## src/rtl/record_if.sv

```systemverilog
// Audio sink and SDRAM write initiator bundle for record_core.
// master = core side, slave = codec/arbiter side.
interface record_if;
  logic        rec_write;
  logic [22:0] rec_addr;
  logic [31:0] rec_writedata;
  logic        rec_sdram_finished;
  logic        rec_audio_valid;
  logic [31:0] rec_audio_data;
  logic        rec_audio_ready;

  modport master (
    output rec_write,
    output rec_addr,
    output rec_writedata,
    input  rec_sdram_finished,
    input  rec_audio_valid,
    input  rec_audio_data,
    output rec_audio_ready
  );

  modport slave (
    input  rec_write,
    input  rec_addr,
    input  rec_writedata,
    output rec_sdram_finished,
    output rec_audio_valid,
    output rec_audio_data,
    input  rec_audio_ready
  );
endinterface

```

## src/rtl/record_core.sv

```systemverilog
// Records audio samples into SDRAM as a length-prefixed clip:
// length word at base, samples from base+1, via a small FIFO.
module record_core #(
  parameter int          FIFO_DEPTH = 4,
  parameter logic [22:0] MAX_WORDS  = 23'd2_097_150
) (
  input  logic        i_clk,
  input  logic        i_rst,
  input  logic        rec_start,
  input  logic [22:0] rec_select,
  input  logic        rec_pause,
  input  logic        rec_stop,
  output logic        rec_done,
  output logic        rec_busy,
  output logic [22:0] rec_length,
  record_if.master    bus
);

  localparam int AW = $clog2(FIFO_DEPTH);

  localparam logic [1:0] S_IDLE   = 2'd0;
  localparam logic [1:0] S_RECORD = 2'd1;
  localparam logic [1:0] S_FLUSH  = 2'd2;
  localparam logic [1:0] S_WRLEN  = 2'd3;

  logic [1:0]  state;
  logic [22:0] base;
  logic [22:0] wr_addr;
  logic [22:0] count;

  logic [31:0] mem [FIFO_DEPTH];
  logic [AW:0] wr_ptr;
  logic [AW:0] rd_ptr;
  logic [AW:0] occ;

  logic        full;
  logic        empty;
  logic        ready;
  logic        push;
  logic        pop;
  logic        draining;
  logic        last_pop;
  logic        fin;
  logic [23:0] total;
  logic [23:0] total_next;

  logic        wr_req;
  logic [22:0] wr_a;
  logic [31:0] wr_d;

  assign occ   = wr_ptr - rd_ptr;
  assign full  = occ == (AW+1)'(FIFO_DEPTH);
  assign empty = occ == '0;

  // count plus buffered words bounds acceptance at MAX_WORDS
  assign total      = {1'b0, count} + 24'(occ);
  assign total_next = total + 24'(push);

  assign ready = (state == S_RECORD) && !rec_pause
              && !full && (total < {1'b0, MAX_WORDS});
  assign push  = bus.rec_audio_valid && ready;

  assign draining = ((state == S_RECORD) || (state == S_FLUSH))
                 && !empty;
  assign fin      = bus.rec_sdram_finished && wr_req;
  assign pop      = draining && fin;
  assign last_pop = pop && (occ == (AW+1)'(1));

  always_comb begin
    wr_req = 1'b0;
    wr_a   = '0;
    wr_d   = '0;
    unique case (1'b1)
      draining: begin
        wr_req = 1'b1;
        wr_a   = wr_addr;
        wr_d   = mem[rd_ptr[AW-1:0]];
      end
      (state == S_WRLEN): begin
        wr_req = 1'b1;
        wr_a   = base;
        wr_d   = {9'b0, count};
      end
      default: ;
    endcase
  end

  assign bus.rec_write       = wr_req;
  assign bus.rec_addr        = wr_a;
  assign bus.rec_writedata   = wr_d;
  assign bus.rec_audio_ready = ready;
  assign rec_busy            = state != S_IDLE;

  always_ff @(posedge i_clk) begin
    if (push)
      mem[wr_ptr[AW-1:0]] <= bus.rec_audio_data;
  end

  always_ff @(posedge i_clk) begin
    if (i_rst) begin
      state      <= S_IDLE;
      base       <= '0;
      wr_addr    <= '0;
      count      <= '0;
      wr_ptr     <= '0;
      rd_ptr     <= '0;
      rec_done   <= 1'b0;
      rec_length <= '0;
    end else begin
      rec_done <= 1'b0;
      if (push)
        wr_ptr <= wr_ptr + (AW+1)'(1);
      if (pop) begin
        rd_ptr  <= rd_ptr + (AW+1)'(1);
        wr_addr <= wr_addr + 23'd1;
        count   <= count + 23'd1;
      end
      unique case (state)
        S_IDLE: begin
          if (rec_start) begin
            base    <= rec_select;
            wr_addr <= rec_select + 23'd1;
            count   <= '0;
            wr_ptr  <= '0;
            rd_ptr  <= '0;
            state   <= S_RECORD;
          end
        end
        S_RECORD: begin
          if (rec_stop || total_next >= {1'b0, MAX_WORDS})
            state <= S_FLUSH;
        end
        S_FLUSH: begin
          // leave as soon as the final data write completes
          if (empty || last_pop)
            state <= S_WRLEN;
        end
        S_WRLEN: begin
          if (fin) begin
            rec_length <= count;
            rec_done   <= 1'b1;
            state      <= S_IDLE;
          end
        end
        default: state <= S_IDLE;
      endcase
    end
  end

endmodule

```

## src/flat_wrapper.sv

```systemverilog
// flat-port wrapper written by rule: the top's interface ports become plain ports
module record_core_flat 
#(
  parameter int          FIFO_DEPTH = 4,
  parameter logic [22:0] MAX_WORDS  = 23'd2_097_150
)
  (i_clk, i_rst, rec_start, rec_select, rec_pause, rec_stop, rec_done, rec_busy, rec_length, bus_rec_write, bus_rec_addr, bus_rec_writedata, bus_rec_sdram_finished, bus_rec_audio_valid, bus_rec_audio_data, bus_rec_audio_ready);
  record_if bus_i ();
  input  logic i_clk;
  input  logic i_rst;
  input  logic rec_start;
  input  logic [22:0] rec_select;
  input  logic rec_pause;
  input  logic rec_stop;
  output logic rec_done;
  output logic rec_busy;
  output logic [22:0] rec_length;
  output wire logic [$bits(bus_i.rec_write)-1:0] bus_rec_write;
  output wire logic [$bits(bus_i.rec_addr)-1:0] bus_rec_addr;
  output wire logic [$bits(bus_i.rec_writedata)-1:0] bus_rec_writedata;
  input wire logic [$bits(bus_i.rec_sdram_finished)-1:0] bus_rec_sdram_finished;
  input wire logic [$bits(bus_i.rec_audio_valid)-1:0] bus_rec_audio_valid;
  input wire logic [$bits(bus_i.rec_audio_data)-1:0] bus_rec_audio_data;
  output wire logic [$bits(bus_i.rec_audio_ready)-1:0] bus_rec_audio_ready;
  assign bus_rec_write = bus_i.rec_write;
  assign bus_rec_addr = bus_i.rec_addr;
  assign bus_rec_writedata = bus_i.rec_writedata;
  assign bus_i.rec_sdram_finished = bus_rec_sdram_finished;
  assign bus_i.rec_audio_valid = bus_rec_audio_valid;
  assign bus_i.rec_audio_data = bus_rec_audio_data;
  assign bus_rec_audio_ready = bus_i.rec_audio_ready;
  record_core #(.FIFO_DEPTH(FIFO_DEPTH), .MAX_WORDS(MAX_WORDS)) u_core (.i_clk(i_clk), .i_rst(i_rst), .rec_start(rec_start), .rec_select(rec_select), .rec_pause(rec_pause), .rec_stop(rec_stop), .rec_done(rec_done), .rec_busy(rec_busy), .rec_length(rec_length), .bus(bus_i));
endmodule
```

## config.mk

```make
export PLATFORM = sky130hd
export DESIGN_NAME = record_core_flat
export DESIGN_NICKNAME = d
export VERILOG_FILES = /design/src/rtl/record_if.sv /design/src/rtl/record_core.sv /design/src/flat_wrapper.sv
export SDC_FILE = /design/constraint.sdc
export NUM_CORES = 1
export LEC_CHECK = 0
export CAP_MARGIN = 20
export CORE_MARGIN = 2
export CORE_UTILIZATION = 59
export DETAILED_ROUTE_END_ITERATION = 7
export PLACE_DENSITY = 0.85
export SYNTH_ARGS = -nofsm -noshare
export SYNTH_HDL_FRONTEND = slang
export SYNTH_SLANG_ARGS = --single-unit
```

## constraint.sdc

```tcl
create_clock -name i_clk -period 12.45 [get_ports i_clk]
set_clock_uncertainty 0.05 [all_clocks]
set_input_delay 1.245 -clock i_clk [delete_from_list [all_inputs] [get_ports i_clk]]
set_output_delay 1.245 -clock i_clk [all_outputs]
set_load 0.005 [all_outputs]
```

## Word level (Yosys, flattened, before mapping)

Memory sizes are Yosys's and may differ from the RTL's. A register that Yosys moved wholly into a read port is not among the register bits.
Index checks and enable logic that the tools add are counted.

| storage, ports and cells | value |
|---|---|
| bits in registers | 101 |
| bits in latches | 0 |
| bits in writable memories | 128 |
| ROM bits | 0 |
| input bits | 62 |
| output and inout bits | 82 |
| word-level logic and storage cells | 75 |
| memories kept | 1 |

Memories:

| name | depth | bits a word | rd ports | clocked after memory_dff | write ports | RTL line | text |
|---|---|---|---|---|---|---|---|
| u_core.mem | 4 | 32 | 1 | 1 | 1 | record_core.sv:31 | `logic [31:0] mem [FIFO_DEPTH];` |

| operators by class | value |
|---|---|
| add/subtract/negate cells | 8 |
| multipliers | 0 |
| div/mod/pow operators | 0 |
| order comparisons | 2 |
| equality and inequality tests | 9 |
| shift operators | 0 |
| mux-type cells | 24 |
| bitwise logic cells | 1 |
| reductions and logical operators | 22 |

Operators with widths:

| kind | count |
|---|---|
| 23-bit 2-to-1 mux | 6 |
| 23-bit by 1-bit adder with 23-bit output, second input constant | 3 |
| 32-bit case mux with 2 select lines | 1 |
| 23-bit case mux with 2 select lines | 1 |
| 23-bit by 3-bit adder with 24-bit output | 1 |
| 24-bit by 1-bit adder with 24-bit output | 1 |
| 24-bit by 21-bit greater-or-equal comparator with 1-bit output, second input constant | 1 |
| 24-bit by 21-bit less-than comparator with 1-bit output, second input constant | 1 |
| 3-bit 2-to-1 mux | 6 |
| 2-bit 2-to-1 mux | 5 |
| 1-bit logical AND | 8 |
| 2-bit case mux with 4 select lines | 1 |
| 3-bit by 1-bit adder with 3-bit output, second input constant | 2 |
| 2-bit != test, second input constant | 3 |
| 2-bit equality test, second input constant | 2 |
| 1-bit 2-to-1 mux | 4 |
| 2-bit AND reduction | 2 |
| 4-bit AND reduction | 1 |
| 2-bit OR reduction | 2 |
| 3-bit by 1-bit equality test with 1-bit output, second input constant | 1 |
| 3-bit equality test, second input constant | 1 |
| 1-bit logical NOT | 3 |
| 3-bit logical NOT | 1 |
| 1-bit logical OR | 3 |
| 6 further kinds | 6 |

## Logic depth before layout (Yosys ltp)

Gate-level depths: netlist of run 1.

| logic depth | value |
|---|---|
| word-level depth | 12 |
| depth in mapped cells | 21 |
| depth with buffers taken out | 21 |

## Least setup slack after synthesis of run 1

Ideal clock, no wire load.

| timing path | value |
|---|---|
| kind | register to register |
| start point | register u_core.rd_ptr[1] |
| end point | register u_core.state[0] |
| setup time | 0.124 ns |
| data arrival time | 5.413 ns |
| data required time | 12.276 ns |
| path slack | 6.862 ns |
| stages on the path, launching flop included | 22 |
| period minus slack after synthesis | 5.588 ns |
| path through | dfxtp_1 > clkbuf_1 > clkbuf_1 > inv_1 > fa_1 > xnor3_1 > ha_1 > a21oi_1 > a211o_1 > o2111a_1 > o21ai_0 > a2111o_1 > a311oi_2 > ha_1 > and3_1 > clkbuf_1 > a21oi_1 > o22ai_1 > a221oi_1 > a2111oi_0 > a41oi_2 > mux2i_1 |

| between the ends | value |
|---|---|
| cells in the longest elaborated chain, start to end | 12 |

Ends and longest elaborated chain:

| element | RTL line | text |
|---|---|---|
| start, declared | record_core.sv:33 | `logic [AW:0] rd_ptr;` |
| start signal, assigned | record_core.sv:114 | `rd_ptr <= rd_ptr + (AW+1)'(1);` |
| 3-bit subtractor (*) | record_core.sv:51 | `assign occ = wr_ptr - rd_ptr;` |
| branches (longest 10 deep; another with 23-bit by 3-bit adder with 24-bit output) | - |  |
| 4-bit AND reduction (no line) (*) | - |  |
| end signal, assigned | record_core.sv:136 | `state <= S_WRLEN;` |
| end signal, assigned | record_core.sv:142 | `state <= S_IDLE;` |
| end signal, assigned | record_core.sv:145 | `default: state <= S_IDLE;` |
| end, declared | record_core.sv:26 | `logic [1:0] state;` |

Mark *: on every way between the ends.
A chain may end at the register's enable or synchronous reset.

## Worst setup path in the final report of run 1

| timing path | value |
|---|---|
| start point | register u_core.wr_ptr[0] |
| end point | register u_core.state[1] |

| between the ends | value |
|---|---|
| cells in the longest elaborated chain, start to end | 12 |

Ends and longest elaborated chain:

| element | RTL line | text |
|---|---|---|
| start, declared | record_core.sv:32 | `logic [AW:0] wr_ptr;` |
| start signal, assigned | record_core.sv:112 | `wr_ptr <= wr_ptr + (AW+1)'(1);` |
| 3-bit subtractor (*) | record_core.sv:51 |  |
| branches (longest 10 deep; another with 23-bit by 3-bit adder with 24-bit output) | - |  |
| 4-bit AND reduction (no line) (*) | - |  |

Marked as above.

==> results of run 1 <==
-- worst register-to-register path: stages (launching register included) --
cell and delay (ns):
dfxtp_1 0.35, inv_1 0.12, ha_1 0.15, inv_1 0.05
fa_1 0.36, xnor3_1 0.37, ha_1 0.32, a21oi_1 0.51
a211o_1 0.32, o2111a_1 0.19, o21ai_0 0.13, a2111o_1 0.44
a311oi_2 0.58, ha_1 0.32, and3_1 0.29, a21oi_1 0.10
o22ai_1 0.15, a221oi_1 0.09, a2111oi_0 0.58, a41oi_2 0.24
mux2i_1 0.16
-- final timing paths --
| kind | depth (start not counted) | endpoint | start | slack (ns) |
|---|---|---|---|---|
| worst max-delay path | 20 | u_core.state[1] | u_core.wr_ptr[0] | 6.46 |
| worst min-delay path | 2 | u_core.base[14] | u_core.base[14] | 0.41 |
| worst max register to register | 20 | u_core.state[1] | u_core.wr_ptr[0] | 6.46 |
| worst min register to register | 2 | u_core.base[14] | u_core.base[14] | 0.41 |
-- power by group through the flow --
stage | registers [W] | logic, W | clock network, W
after floorplan | 0.000889 | 0.000164 | 0
after global placement | 0.000897 | 0.000252 | 0
after detailed placement | 0.000900 | 0.000257 | 0
after CTS | 0.000884 | 0.000260 | 0.000722
after global routing | 0.000889 | 0.000286 | 0.000751
final | 0.000885 | 0.000261 | 0.000712
-- cells by family (layout without fill, tap and decap cells) --
family / Yosys count / after routing / share of synthesized area, %
flops: 229 / 229 / 55.7
buf+inv: 73 / 212 / 2.74
simple gates: 284 / 284 / 13.0
fa+ha+maj: 22 / 22 / 2.75
compound gates: 170 / 170 / 12.3
mux: 34 / 34 / 7.03
xor+xnor: 77 / 77 / 6.53
-- flip-flops by register name, summed over array words and instances, names as in the netlist --
register,cells
u_core.rd_ptr,3
u_core.wr_addr,23
u_core.state,2
u_core.count,23
u_core.base,23
u_core.rec_done,1
u_core.rec_length,23
u_core.mem,128
u_core.wr_ptr,3
-- through the flow --
| step | worst slack, ns | hold WS [ns] | instance area, um2 | cells |
|---|---|---|---|---|
| 2_1_floorplan | 6.86 | 0.387 | 10500 | 889 |
| 3_3_place_gp | 6.71 | 0.392 | 12100 | 1211 |
| 3_5_place_dp | 6.52 | 0.397 | 12100 | 1211 |
| 4_1_cts | 6.49 | 0.406 | 12900 | 1253 |
| 5_1_grt | 6.12 | 0.422 | 12900 | 1253 |
| 6_report | 6.46 | 0.406 | 12900 | 1253 |
-- cell usage in the layout, fill, tap and decap left out, drive strengths merged, types with 4 or more instances in the layout --
cell	count
nor2b	4
and2	16
a2111oi	4
o21ai	11
mux4	32
clkdlybuf4s50	143
nor4	7
edfxtp	128
a211oi	23
xor2	37
inv	17
nand2	92
ha	20
or3	5
nand3	33
xnor2	39
nor3	8
a22o	67
and3	15
clkbuf	34
a21oi	39
nor2	72
dfxtp	101
nand4	16
nand2b	7
buf	11
-- final cells by class --
class / instances / area (um2) / area share (%)
inverters: 16 / 60.1 / 0.465
clock buffers: 34 / 678 / 5.26
repair buffers: 154 / 1510 / 11.7
flip-flops and latches: 229 / 5870 / 45.5
clock inverters: 8 / 110 / 0.853
well taps: 225 / 282 / 2.18
multi-input cells: 587 / 4390 / 34.0
-- routing by layer --
| layer | vias to the layer above | share of wire, % | GRT usage (%) | wire length [um] |
|---|---|---|---|---|
| met5 | - | 0 | 0 | 0 |
| met3 | 61 | 6.3 | 4.71 | 1630 |
| met4 | 0 | 3.0 | 8.88 | 790 |
| met2 | 315 | 50 | 45.9 | 12900 |
| li1 | 3546 | - | - | - |
| met1 | 3747 | 41 | 37.9 | 10700 |
==> results.toml, run 1 <==
[floorplanning]
fp.dieArea_um2 = 19000
fp.coreArea_um2 = 17400
die_h_um = 138
die_x_um = 138
start_util_pct = 60.7
rows = 48
ios = 144

[worst_setup_path]
required_ns = 12.80
cp_max_fo = 8
critPathKind = "reg2reg"
cp.arrival_ns = 6.34
crit_chain = "inv_1, ha_1, inv_1, fa_1, xnor3_1, ha_1, a21oi_1, a211o_1, o2111a_1, o21ai_0, a2111o_1, a311oi_2, ha_1, and3_1, a21oi_1, o22ai_1, a221oi_1, a2111oi_0, a41oi_2, mux2i_1"
crit_buf_inv = 2
worstSetupEndpointType = "flop"
start_kind = "flop"
cp_slowest_cell = "a311oi_2"
cp_common_cell = "ha_1"
slowest_delay_ns = 0.58
crit_family = "compound AO/OA/AOI/OAI gates"

[sta]
hold_viol = 0
slew_headroom_pct = 26.4
fmax_mhz = 167
rsz0062_at_grt = "false"
setup_viol = 0
fin_setup_tns_ns = 0
worst_pin_slew_ns = 1.10
final.min_clock_period_ns = 5.99
period_share_pct = 48.1
slew_viol_final = 0

[yosys]
avgSynthCellArea_um2 = 11.9
synth_most_common_cell = "edfxtp_1"
ys_types = 61
synthTopCellsByArea = "edfxtp_1 (36%), dfxtp_1 (19%), mux4_2 (6.8%), a22o_1 (5.6%), nand2_1 (3.3%)"
synth_edf_count = 128
synth_common_cells = "edfxtp_1 (128), dfxtp_1 (101), nand2_1 (92)"
yosysTopAreaCell = "edfxtp_1"
yosys_warnings = 0
syn_inst = 889
seq_area_frac_synth_pct = 55.7
synth-main-ff-cell = "edfxtp_1"
synth-seq-cells = 229
synth_top_area_share_pct = 36.5
async_reset_ff_share_pct = 0
synth_nets = 973
syn_area_um2 = 10500

[global_routing]
grt_pass1_wl_um = 40300
grt_max_degree = 66
grt_usage_pct = 27.8
gr-total-overflow = 0
antenna_found_initial = 0
grt_pass1_vias = 7272

[drt]
wirelength_um = 26100
num_vias = 7669
vias_per_cell = 6.12
drc = 0
initialDrtViolationCount = 703
routedWlPerCell_um = 20.8
antenna_left = 0
dr.pass1.iters = 6

[cts]
cts_tree = "built"
cts_buffer_depth = 3
post_cts_resized = 0
hold_buffers = 0
post_cts_buffers = 0
clockRootBuffer = "clkbuf_16"
htreeDepth = 1
numCtsBuffers = 23
cts.sinks = 229
cts.clk_slew.worst_paths_ns = 0.06
clk_latency_ns = 0.52

[power]
power_switching_w = 0.000477
finalPower_w = 0.00186
p_per_area_nw_per_um2 = 144
combPwrFrac_pct = 14.0
p_seq_share_pct = 47.6
clock_power_share_pct = 38.3
swShare_pct = 25.7
p_int_w = 0.00138
vdd_drop_max_uv = 137
p_leak_nw = 4.36

[placed_design]
hpwl_um = 16800
routabilityCongestion = 0.891
portBuffers = 143

[finish]
drive_gt1_share_pct = 9.24
n_antenna_cell = 0
final_nets = 1095
syn2layout_area_growth_pct = 22.4
finish.utilization_pct = 74.3
fill_cells = 1137

[status]
outcome = "finished clean"

[flow_run]
drv_cap = 0

[worst_hold_path]
hold_path.class = "reg2reg"
No activity file was read; power rests on OpenSTA's default activity.
==> inputs of run 2 (changes only) <==
Settings changed: CORE_UTILIZATION 59 to 50, PLACE_DENSITY 0.85 to 0.77.
Clock period 12.45 ns to 4.8 ns, I/O delays scaled along.
==> run 2 against run 1 <==
Non-clock buffer count grew 37. Sequential power grew to 2.6 times the previous value. Sequential cell count is the same. Hold slack better by 0.00057 ns. Die area rose by 17%. Global-route usage is 5.1 points lower. Largest power group unchanged. Critical path depth did not move. Critical endpoint unchanged. Design area up 4.7%. First-iteration DRC count down 26%.
==> results.toml, run 2 (synthesized netlist as in run 1, its figures left out) <==
[worst_setup_path]
reg2reg_from = "u_core.wr_ptr[0]"
start_kind = "flop"
r2r_setup_slack_ns = 0.15
rr_endpoint = "u_core.state[1]"
crit_family = "compound AO/OA/AOI/OAI gates"
reg2regPathDepth = 20
critPathKind = "reg2reg"
cp_max_fo = 5
crit_buf_inv = 2
cp.arrival_ns = 5.01
required_ns = 5.16
cp_slowest_cell = "a311oi_4"
cp_common_cell = "ha_4"
slowest_delay_ns = 0.37
crit_chain = "inv_2, ha_4, inv_2, fa_2, xnor3_2, ha_4, nand3_4, a211o_1, o31a_1, o211ai_1, a2111oi_4, a311oi_4, ha_4, and3_4, nand2_2, a21oi_2, o21ai_2, a2111oi_4, a41oi_2, mux2i_1"
startpoint = "u_core.wr_ptr[0]"
worstSetupEndpointType = "flop"

[worst_hold_path]
min_to = "u_core.base[21]"
hp-start = "u_core.base[21]"
hold_path.class = "reg2reg"
holdPathStages = 2

[power]
power_switching_w = 0.00124
swShare_pct = 25.6
combPwrFrac_pct = 14.7
p_leak_nw = 4.58
p_seq_share_pct = 47.2
p_per_area_nw_per_um2 = 360
p_int_w = 0.00361
vdd_drop_max_uv = 296
clock_power_share_pct = 38.1

[cts]
cts.clk_slew.worst_paths_ns = 0.06
htreeDepth = 1
clk_latency_ns = 0.53
numCtsBuffers = 25
cts_tree = "built"
cts_buffer_depth = 3
cts.sinks = 229
clockRootBuffer = "clkbuf_16"

[sta]
period_share_pct = 97.0
setup_slack_ns = 0.146
slew_viol_final = 0
slew_headroom_pct = 29.0
holdWs_ns = 0.406
worst_pin_slew_ns = 1.06
setup_viol = 0
fmax_mhz = 215
hold_viol = 0
rsz0062_at_grt = "true"
final.min_clock_period_ns = 4.65

[global_routing]
gr-total-overflow = 0
grt_usage_pct = 22.7
grt_max_degree = 65
grt_pass1_wl_um = 39900
antenna_found_initial = 1
grt_pass1_vias = 7373

[drt]
dr.pass1.iters = 5
routedWlPerCell_um = 18.9
vias_per_cell = 5.67
num_vias = 7614
wirelength_um = 25400
antenna_left = 0
drc = 0
initialDrtViolationCount = 521

[flow_run]
drv_cap = 0

[floorplanning]
start_util_pct = 50.6
rows = 53
fp.coreArea_um2 = 20800
die_h_um = 149
ios = 144
die_x_um = 149
fp.dieArea_um2 = 22300

[placed_design]
portBuffers = 143
dp_slack_ns = -0.00496
hpwl_um = 17100
routabilityCongestion = 0.911

[status]
outcome = "finished clean"

[finish]
syn2layout_area_growth_pct = 28.1
final_nets = 1134
largest_reg_flops = 128
drive_gt1_share_pct = 14.8
final_common_cell = "clkdlybuf4s50_1"
fill_cells = 1602
final_cell_mix = "clkdlybuf4s50_1 (142), edfxtp_1 (128), dfxtp_1 (98)"
==> run 2: stage by stage <==
| step | cell area [um2] | util (%) | std cells | setup TNS [ns] | power, W |
|---|---|---|---|---|---|
| 6_report | 13500 | 64.8 | 1343 | 0 | 0.00486 |
| 5_1_grt | 13500 | 64.8 | 1343 | -0.131 | 0.00504 |
| 4_1_cts | 13300 | 63.9 | 1332 | 0 | 0.00488 |
| 3_5_place_dp | 12500 | 59.9 | 1283 | -0.00990 | 0.00303 |
| 3_3_place_gp | 12400 | 59.8 | 1282 | 0 | 0.00301 |
| 2_1_floorplan | 10700 | - | 889 | 0 | 0.00273 |
==> run 2: timing repair <==
| action | 4_1_cts | 5_1_grt |
|---|---|---|
| hold buffers | 0 | 0 |
| buffers inserted | 5 | 9 |
| endpoints found under the setup margin | 3 | 3 |
| pin swaps | 2 | 18 |
| gates resized for setup | 2 | 23 |
==> run 2: layout make-up <==
| type | count | area [um2] | area share [%] |
|---|---|---|---|
| Clock buffer | 33 | 676 | 5.00 |
| Inverter | 16 | 60.1 | 0.445 |
| Clock inverter | 11 | 118 | 0.871 |
| Multi-Input combinational cell | 587 | 4580 | 33.9 |
| Tap cell | 275 | 344 | 2.55 |
| Sequential cell | 229 | 5870 | 43.5 |
| Timing Repair Buffer | 191 | 1860 | 13.7 |
| Antenna cell | 1 | 2.50 | 0.0185 |
==> run 2: power by group through the flow <==
stage	sequential (W)	clock [W]	combinational (W)
2_1_floorplan	0.00231	0	0.000428
3_3_place_gp	0.00232	0	0.000682
3_5_place_dp	0.00233	0	0.000703
4_1_cts	0.00229	0.00188	0.000708
5_1_grt	0.00230	0.00196	0.000783
6_report	0.00229	0.00185	0.000713
==> run 2: worst max path at each step <==
stage / end / depth (start not counted) / slack [ns]
after floorplan: u_core.state[0] / 20 / 0.007
after global placement: u_core.state[1] / 19 / 0.08
after detailed placement: u_core.state[0] / 19 / -0.005
after CTS: u_core.state[0] / 20 / 0.007
after global routing: u_core.state[0] / 20 / -0.07
final: u_core.state[1] / 20 / 0.15
==> run 2: metal layers <==
metal	up-vias	GRT usage [%]	part of all wire (%)
li1	3628	-	-
met1	3664	31.8	43
met2	263	36.2	47
met3	59	3.58	6.2
met4	0	8.05	3.3
met5	-	0	0
==> run 2: tightest hold or removal path, stage by stage (launching register included) <==
cell and delay [ns]:
dfxtp_1 0.31, nand2_1 0.05, a21oi_1 0.05
